$ cat config.mk
export PLATFORM = sky130hd
export DESIGN_NAME = calc_key_seq_flat
export DESIGN_NICKNAME = d
export VERILOG_FILES = /design/src/rtl/calc_key_seq_if.sv /design/src/rtl/calc_key_seq.sv /design/src/flat_wrapper.sv
export SDC_FILE = /design/constraint.sdc
export NUM_CORES = 1
export LEC_CHECK = 0
export ABC_AREA = 1
export CORE_ASPECT_RATIO = 0.6
export CORE_UTILIZATION = 60
export CTS_BUF_LIST = sky130_fd_sc_hd__clkbuf_2 sky130_fd_sc_hd__clkbuf_4 sky130_fd_sc_hd__clkbuf_8
export DETAILED_ROUTE_END_ITERATION = 12
export HOLD_SLACK_MARGIN = 0.12
export PLACE_DENSITY = 0.87
export SLEW_MARGIN = 20
export SYNTH_ARGS = -nofsm -noshare
export SYNTH_HDL_FRONTEND = slang
export SYNTH_SLANG_ARGS = --single-unit
$ cat constraint.sdc
create_clock -name CLK -period 4.9 [get_ports CLK]
set_input_delay 1.225 -clock CLK [delete_from_list [all_inputs] [get_ports CLK]]
set_output_delay 1.225 -clock CLK [all_outputs]
set_load 0.02 [all_outputs]
$ cat src/rtl/calc_key_seq_if.sv
// calc_key_seq_if: switch inputs, datapath handshake and display
// outputs of the calculator key sequencer.
interface calc_key_seq_if;
  logic [13:0] PSW;
  logic        CALC_DONE;
  logic [3:0]  RES_DIGIT;
  logic        RES_FIT;
  logic [3:0]  OPA;
  logic [3:0]  OPB;
  logic        OP_SUB;
  logic        CALC_GO;
  logic [1:0]  DISP_MODE;
  logic        ERR;
  logic [2:0]  STATE;

  modport master (
    output PSW, CALC_DONE, RES_DIGIT, RES_FIT,
    input  OPA, OPB, OP_SUB, CALC_GO,
    input  DISP_MODE, ERR, STATE
  );

  modport slave (
    input  PSW, CALC_DONE, RES_DIGIT, RES_FIT,
    output OPA, OPB, OP_SUB, CALC_GO,
    output DISP_MODE, ERR, STATE
  );
endinterface

$ cat src/rtl/calc_key_seq.sv
// calc_key_seq: debounced key decoder and operand/operator sequencer.
// Optional macro CALC_CHAIN_EN: operator key in SHOW chains the result.
module calc_key_seq #(
  parameter int DB_CYCLES    = 4,
  parameter int DONE_TIMEOUT = 16
) (
  input  logic          CLK,
  input  logic          RST,
  calc_key_seq_if.slave bus
);

  typedef enum logic [2:0] {
    IDLE   = 3'd0,
    GOT_A  = 3'd1,
    GOT_OP = 3'd2,
    GOT_B  = 3'd3,
    CALC   = 3'd4,
    SHOW   = 3'd5
  } state_t;

  localparam logic [7:0] DB_MAX  = 8'(DB_CYCLES);
  localparam logic [7:0] TMO_MAX = 8'(DONE_TIMEOUT - 1);

  logic [13:0] s1, s2, last, stable;
  logic [7:0]  db_cnt;
  logic [7:0]  tmo;
  logic        accept;
  logic        ev;
  logic [13:0] key;
  logic [3:0]  digit;
  logic        is_dig, is_eq, is_clr;
  logic        is_sub, is_add;
  logic        chain_ok;
  logic [3:0]  chain_val;
  state_t      state;

  always_ff @(posedge CLK) begin
    if (RST) begin
      s1     <= '1;
      s2     <= '1;
      last   <= '1;
      stable <= '1;
      db_cnt <= '0;
    end else begin
      s1   <= bus.PSW;
      s2   <= s1;
      last <= s2;
      if (s2 != last)
        db_cnt <= '0;
      else if (db_cnt != DB_MAX)
        db_cnt <= db_cnt + 8'd1;
      if (accept)
        stable <= s2;
    end
  end

  // new stable vector: counter saturated and vector still unchanged
  assign accept = (db_cnt == DB_MAX) && (s2 == last) && (s2 != stable);
  assign key    = ~s2;
  assign ev     = accept && $onehot(key);
  assign is_dig = |key[9:0];
  assign is_eq  = key[10];
  assign is_clr = key[11];
  assign is_sub = key[12];
  assign is_add = key[13];

  always_comb begin
    digit = '0;
    for (int i = 0; i < 10; i++)
      if (key[i]) digit = 4'(i);
  end

`ifdef CALC_CHAIN_EN
  assign chain_ok  = bus.RES_FIT;
  assign chain_val = bus.RES_DIGIT;
`else
  logic unused_res;
  assign chain_ok   = 1'b0;
  assign chain_val  = '0;
  assign unused_res = ^{bus.RES_DIGIT, bus.RES_FIT};
`endif

  always_ff @(posedge CLK) begin
    if (RST) begin
      state         <= IDLE;
      bus.OPA       <= '0;
      bus.OPB       <= '0;
      bus.OP_SUB    <= 1'b0;
      bus.CALC_GO   <= 1'b0;
      bus.DISP_MODE <= 2'd0;
      bus.ERR       <= 1'b0;
      tmo           <= '0;
    end else begin
      bus.CALC_GO <= 1'b0;
      if (ev && is_clr) begin
        state         <= IDLE;
        bus.OPA       <= '0;
        bus.OPB       <= '0;
        bus.OP_SUB    <= 1'b0;
        bus.DISP_MODE <= 2'd0;
        bus.ERR       <= 1'b0;
      end else begin
        if (ev)
          bus.ERR <= 1'b0;
        unique case (state)
          IDLE: begin
            if (ev && is_dig) begin
              bus.OPA       <= digit;
              state         <= GOT_A;
              bus.DISP_MODE <= 2'd1;
            end
          end
          GOT_A: begin
            if (ev) begin
              unique case (1'b1)
                is_dig: bus.OPA <= digit;
                is_add, is_sub: begin
                  bus.OP_SUB    <= is_sub;
                  state         <= GOT_OP;
                  bus.DISP_MODE <= 2'd1;
                end
                default: ;
              endcase
            end
          end
          GOT_OP: begin
            if (ev) begin
              unique case (1'b1)
                is_dig: begin
                  bus.OPB       <= digit;
                  state         <= GOT_B;
                  bus.DISP_MODE <= 2'd2;
                end
                is_add, is_sub: bus.OP_SUB <= is_sub;
                default: ;
              endcase
            end
          end
          GOT_B: begin
            if (ev) begin
              unique case (1'b1)
                is_dig: bus.OPB <= digit;
                is_eq: begin
                  state         <= CALC;
                  bus.DISP_MODE <= 2'd2;
                  bus.CALC_GO   <= 1'b1;
                  tmo           <= '0;
                end
                default: ;
              endcase
            end
          end
          CALC: begin
            if (bus.CALC_DONE) begin
              state         <= SHOW;
              bus.DISP_MODE <= 2'd3;
            end else if (tmo == TMO_MAX) begin
              bus.ERR       <= 1'b1;
              state         <= IDLE;
              bus.DISP_MODE <= 2'd0;
            end else begin
              tmo <= tmo + 8'd1;
            end
          end
          SHOW: begin
            if (ev) begin
              unique case (1'b1)
                is_dig: begin
                  bus.OPA       <= digit;
                  bus.OPB       <= '0;
                  state         <= GOT_A;
                  bus.DISP_MODE <= 2'd1;
                end
                is_add, is_sub: begin
                  if (chain_ok) begin
                    bus.OPA       <= chain_val;
                    bus.OP_SUB    <= is_sub;
                    state         <= GOT_OP;
                    bus.DISP_MODE <= 2'd1;
                  end
                end
                default: ;
              endcase
            end
          end
          default: begin
            state         <= IDLE;
            bus.DISP_MODE <= 2'd0;
          end
        endcase
      end
    end
  end

  assign bus.STATE = state;

endmodule

$ cat src/flat_wrapper.sv
// flat-port wrapper written by rule: the top's interface ports become plain ports
module calc_key_seq_flat 
#(
  parameter int DB_CYCLES    = 4,
  parameter int DONE_TIMEOUT = 16
)
  (CLK, RST, bus_PSW, bus_CALC_DONE, bus_RES_DIGIT, bus_RES_FIT, bus_OPA, bus_OPB, bus_OP_SUB, bus_CALC_GO, bus_DISP_MODE, bus_ERR, bus_STATE);
  calc_key_seq_if bus_i ();
  input  logic CLK;
  input  logic RST;
  input wire logic [$bits(bus_i.PSW)-1:0] bus_PSW;
  input wire logic [$bits(bus_i.CALC_DONE)-1:0] bus_CALC_DONE;
  input wire logic [$bits(bus_i.RES_DIGIT)-1:0] bus_RES_DIGIT;
  input wire logic [$bits(bus_i.RES_FIT)-1:0] bus_RES_FIT;
  output wire logic [$bits(bus_i.OPA)-1:0] bus_OPA;
  output wire logic [$bits(bus_i.OPB)-1:0] bus_OPB;
  output wire logic [$bits(bus_i.OP_SUB)-1:0] bus_OP_SUB;
  output wire logic [$bits(bus_i.CALC_GO)-1:0] bus_CALC_GO;
  output wire logic [$bits(bus_i.DISP_MODE)-1:0] bus_DISP_MODE;
  output wire logic [$bits(bus_i.ERR)-1:0] bus_ERR;
  output wire logic [$bits(bus_i.STATE)-1:0] bus_STATE;
  assign bus_i.PSW = bus_PSW;
  assign bus_i.CALC_DONE = bus_CALC_DONE;
  assign bus_i.RES_DIGIT = bus_RES_DIGIT;
  assign bus_i.RES_FIT = bus_RES_FIT;
  assign bus_OPA = bus_i.OPA;
  assign bus_OPB = bus_i.OPB;
  assign bus_OP_SUB = bus_i.OP_SUB;
  assign bus_CALC_GO = bus_i.CALC_GO;
  assign bus_DISP_MODE = bus_i.DISP_MODE;
  assign bus_ERR = bus_i.ERR;
  assign bus_STATE = bus_i.STATE;
  calc_key_seq #(.DB_CYCLES(DB_CYCLES), .DONE_TIMEOUT(DONE_TIMEOUT)) u_core (.CLK(CLK), .RST(RST), .bus(bus_i));
endmodule
==> metrics.cfg <==
[status]
outcome = finished, final reports clean

[clock_tree]
numCtsBuffers = 9
cts_sinks = 88
cts_root_buf = clkbuf_8
clockBufferDepth = 2
clk_latency_ns = 0.37
cts.repair.resized = 0
path_clk_slew_ns = 0.09
cts_hold_buffers = 0
htree_num_levels = 3
cts_tree = done
postCtsSetupBuffers = 0

[detailed_routing]
viasPerCell = 5.04
drc = 0
drtPass1Iterations = 6
drt_iter0_markers = 262
ant_nets = 0
drt_wl_total_um = 9170
wl_per_cell_um = 12.9
vias = 3597

[grt]
grt_pass1_wl_um = 15600
grt_pass1_vias = 3408
grt_antenna_before_repair = 0
grt_util_all_layers = 0.255
gr-total-overflow = 0
grt_max_degree = 41

[setup_path]
cpMostUsedCell = fa_1
critPathKind = flop to flop
crit_required_ns = 5.16
cp-end-kind = flop
critPathMaxFanout = 7
cpPeakStageDelay_ns = 0.53
startpoint_type = flop
cp_slowest_cell = fa_1
cp.arrival_ns = 4.83
worstPathCellList = inv_2 > ha_1 > inv_1 > fa_1 > inv_1 > fa_1 > fa_1 > ha_1 > fa_1 > nor4_4 > inv_1 > nor2_1 > nand3_1 > o21ai_0 > a21oi_1

[yosys]
synthesis.nets = 617
ys_top_cells_by_area = dfxtp_1 39%, nand2_1 11%, inv_1 6.4%, ha_1 5.0%, fa_1 4.5%
synth-seq-cells = 88
synth_area_sq_um = 4490
seq_area_frac_synth = 0.392
yosys.cell_types.count = 43
yosys.area.top_type = dfxtp_1
syn-mean-instance-area_sq_um = 7.92
ys_warn_count = 0
postSynthCellCount = 567
synth_top_area_frac = 0.392

[die]
io_pins = 38
core_area_sq_um = 7240
die_y_um = 69
start_util = 0.620
rows = 24
die_area_sq_um = 7840
dieWidth_um = 114

[finish]
drive_gt1_frac = 0.181
antenna_cells = 0
syn_to_final_growth_pct = 13.7
nets = 654
fin_util = 0.706

[sta]
tns_ns = 0
worstMarginPinSlew_ns = 0.628
post-route-period-util = 0.932
rsz0062_at_grt = false
slew_headroom = 0.578
final-setup-viol-count = 0
maxSlewViolCount = 0
fmax_ghz = 0.219
fin_crit_ns = 4.56
clock_skew_ns = 0.0104
final_hold_viol_count = 0

[place]
routabilityCongestion = 0.844
dp_hpwl_um = 6810
port_buffers = 32

[power_and_ir_drop]
p_clk_frac = 0.344
power.static_leakage_nw = 2.41
comb_power_share = 0.120
internal_power_mw = 1.00
power.density_nw_per_um2 = 270
p_sw_frac = 0.273
total_power_mw = 1.38
p_sw_uw = 376
power_frac_seq = 0.536
ir_worst_vdd_mv = 0.229

[hold_path]
hp-class = flop to flop

[run]
drv_cap = 0

-- kinds of logic (layout without fill, tap and decap cells) --
kind of cell	count (synthesis)	count (layout)	share of synthesized area
AND/OR/NAND/NOR	275	275	0.309
buffers and inverters	101	143	0.0867
flip-flops	88	88	0.392
AO/OA/AOI/OAI	58	58	0.0845
adder cells (fa/ha/maj)	28	28	0.0948
XOR/XNOR	17	17	0.0332
-- power groups by stage --
stage          clock network [mW]  logic [mW]  registers, mW
2_1_floorplan                   0       0.122          0.754
3_3_place_gp                    0       0.157          0.756
3_5_place_dp                    0       0.166          0.756
4_1_cts                     0.484       0.167          0.740
5_1_grt                     0.515       0.187          0.742
6_report                    0.474       0.165          0.740
-- layout make-up --
class | instances | area, sq um
inverters | 91 | 342
repair buffers | 36 | 350
clock inverters | 5 | 38.8
clock buffers | 11 | 145
fillers | 546 | 2130
well taps | 104 | 130
flip-flops and latches | 88 | 1760
multi-input cells | 378 | 2340
-- cell usage in the layout, fill, tap and decap left out, types with 8 or more instances in the layout --
cell type and n:
nand2_2 15, xnor2_1 8, o211ai_1 10, clkbuf_8 10, fa_1 10, a21oi_2 8
inv_2 13, o21ai_0 10, nand2_1 131, clkdlybuf4s50_1 32, nor2_1 39, xor2_1 9
inv_1 76, or2_2 29, ha_1 18, a21oi_1 21, nand3_1 27, dfxtp_1 88
-- synth_stat cells (all sizes together) --
cell / n
clkinv: 2
nor3: 3
ha: 18
o211ai: 10
xnor2: 8
o221ai: 1
o21a: 1
fa: 10
nor2: 51
nand3b: 1
nand4: 5
a31o: 1
clkbuf: 8
nand3: 29
nor3b: 3
dfxtp: 88
o21ai: 12
nor4: 4
or2: 29
a22oi: 1
buf: 2
a31oi: 2
xor2: 9
inv: 89
a21oi: 30
nand2: 150
-- critical path, delay by kind of cell (launching register included) --
kind | cells | cell delay, ns
buffers and inverters | 4 | 0.39
AOI/OAI and AO/OA | 2 | 0.31
adders and majority gates | 6 | 2.45
and+or+nand+nor | 3 | 0.82
DFF | 1 | 0.49
-- metrics by stage --
stage | cell area, sq um | instances | hold slack, ns | worst slack [ns]
after floorplan | 4490 | 567 | 0.389 | 0.773
after global placement | 4920 | 697 | 0.391 | 0.461
after detailed placement | 4920 | 697 | 0.395 | 0.350
after CTS | 5110 | 713 | 0.415 | 0.334
after global routing | 5110 | 713 | 0.423 | 0.0816
final | 5110 | 713 | 0.413 | 0.336
-- state kept, by name, indices dropped and copies added (netlist names) --
| register | flops |
|---|---|
| u_core.last | 14 |
| u_core.s1 | 14 |
| u_core.s2 | 14 |
| u_core.stable | 14 |
| u_core.db_cnt | 8 |
| u_core.tmo | 8 |
| u_core.bus.OPA | 4 |
| u_core.bus.OPB | 4 |
| u_core.bus.STATE | 3 |
| u_core.bus.DISP_MODE | 2 |
| u_core.bus.CALC_GO | 1 |
| u_core.bus.ERR | 1 |
| u_core.bus.OP_SUB | 1 |
-- per-layer routing --
metal	share of wire	routed length, um	up-vias	global-route usage
met5	0	0	-	0
met2	0.46	4190	99	0.404
met3	0.066	604	11	0.0712
met1	0.47	4260	1653	0.339
li1	-	-	1834	-
met4	0.012	110	0	0.0731
-- worst paths after layout --
check        depth (start not counted)  slack (ns)         start           endpoint
max                                 15        0.34  u_core.s2[4]  u_core.bus.OPA[3]
min                                  1        0.41  u_core.s1[3]       u_core.s2[3]
max reg2reg                         15        0.34  u_core.s2[4]  u_core.bus.OPA[3]
min reg2reg                          1        0.41  u_core.s1[3]       u_core.s2[3]
Power figures use the tool's default switching activity.
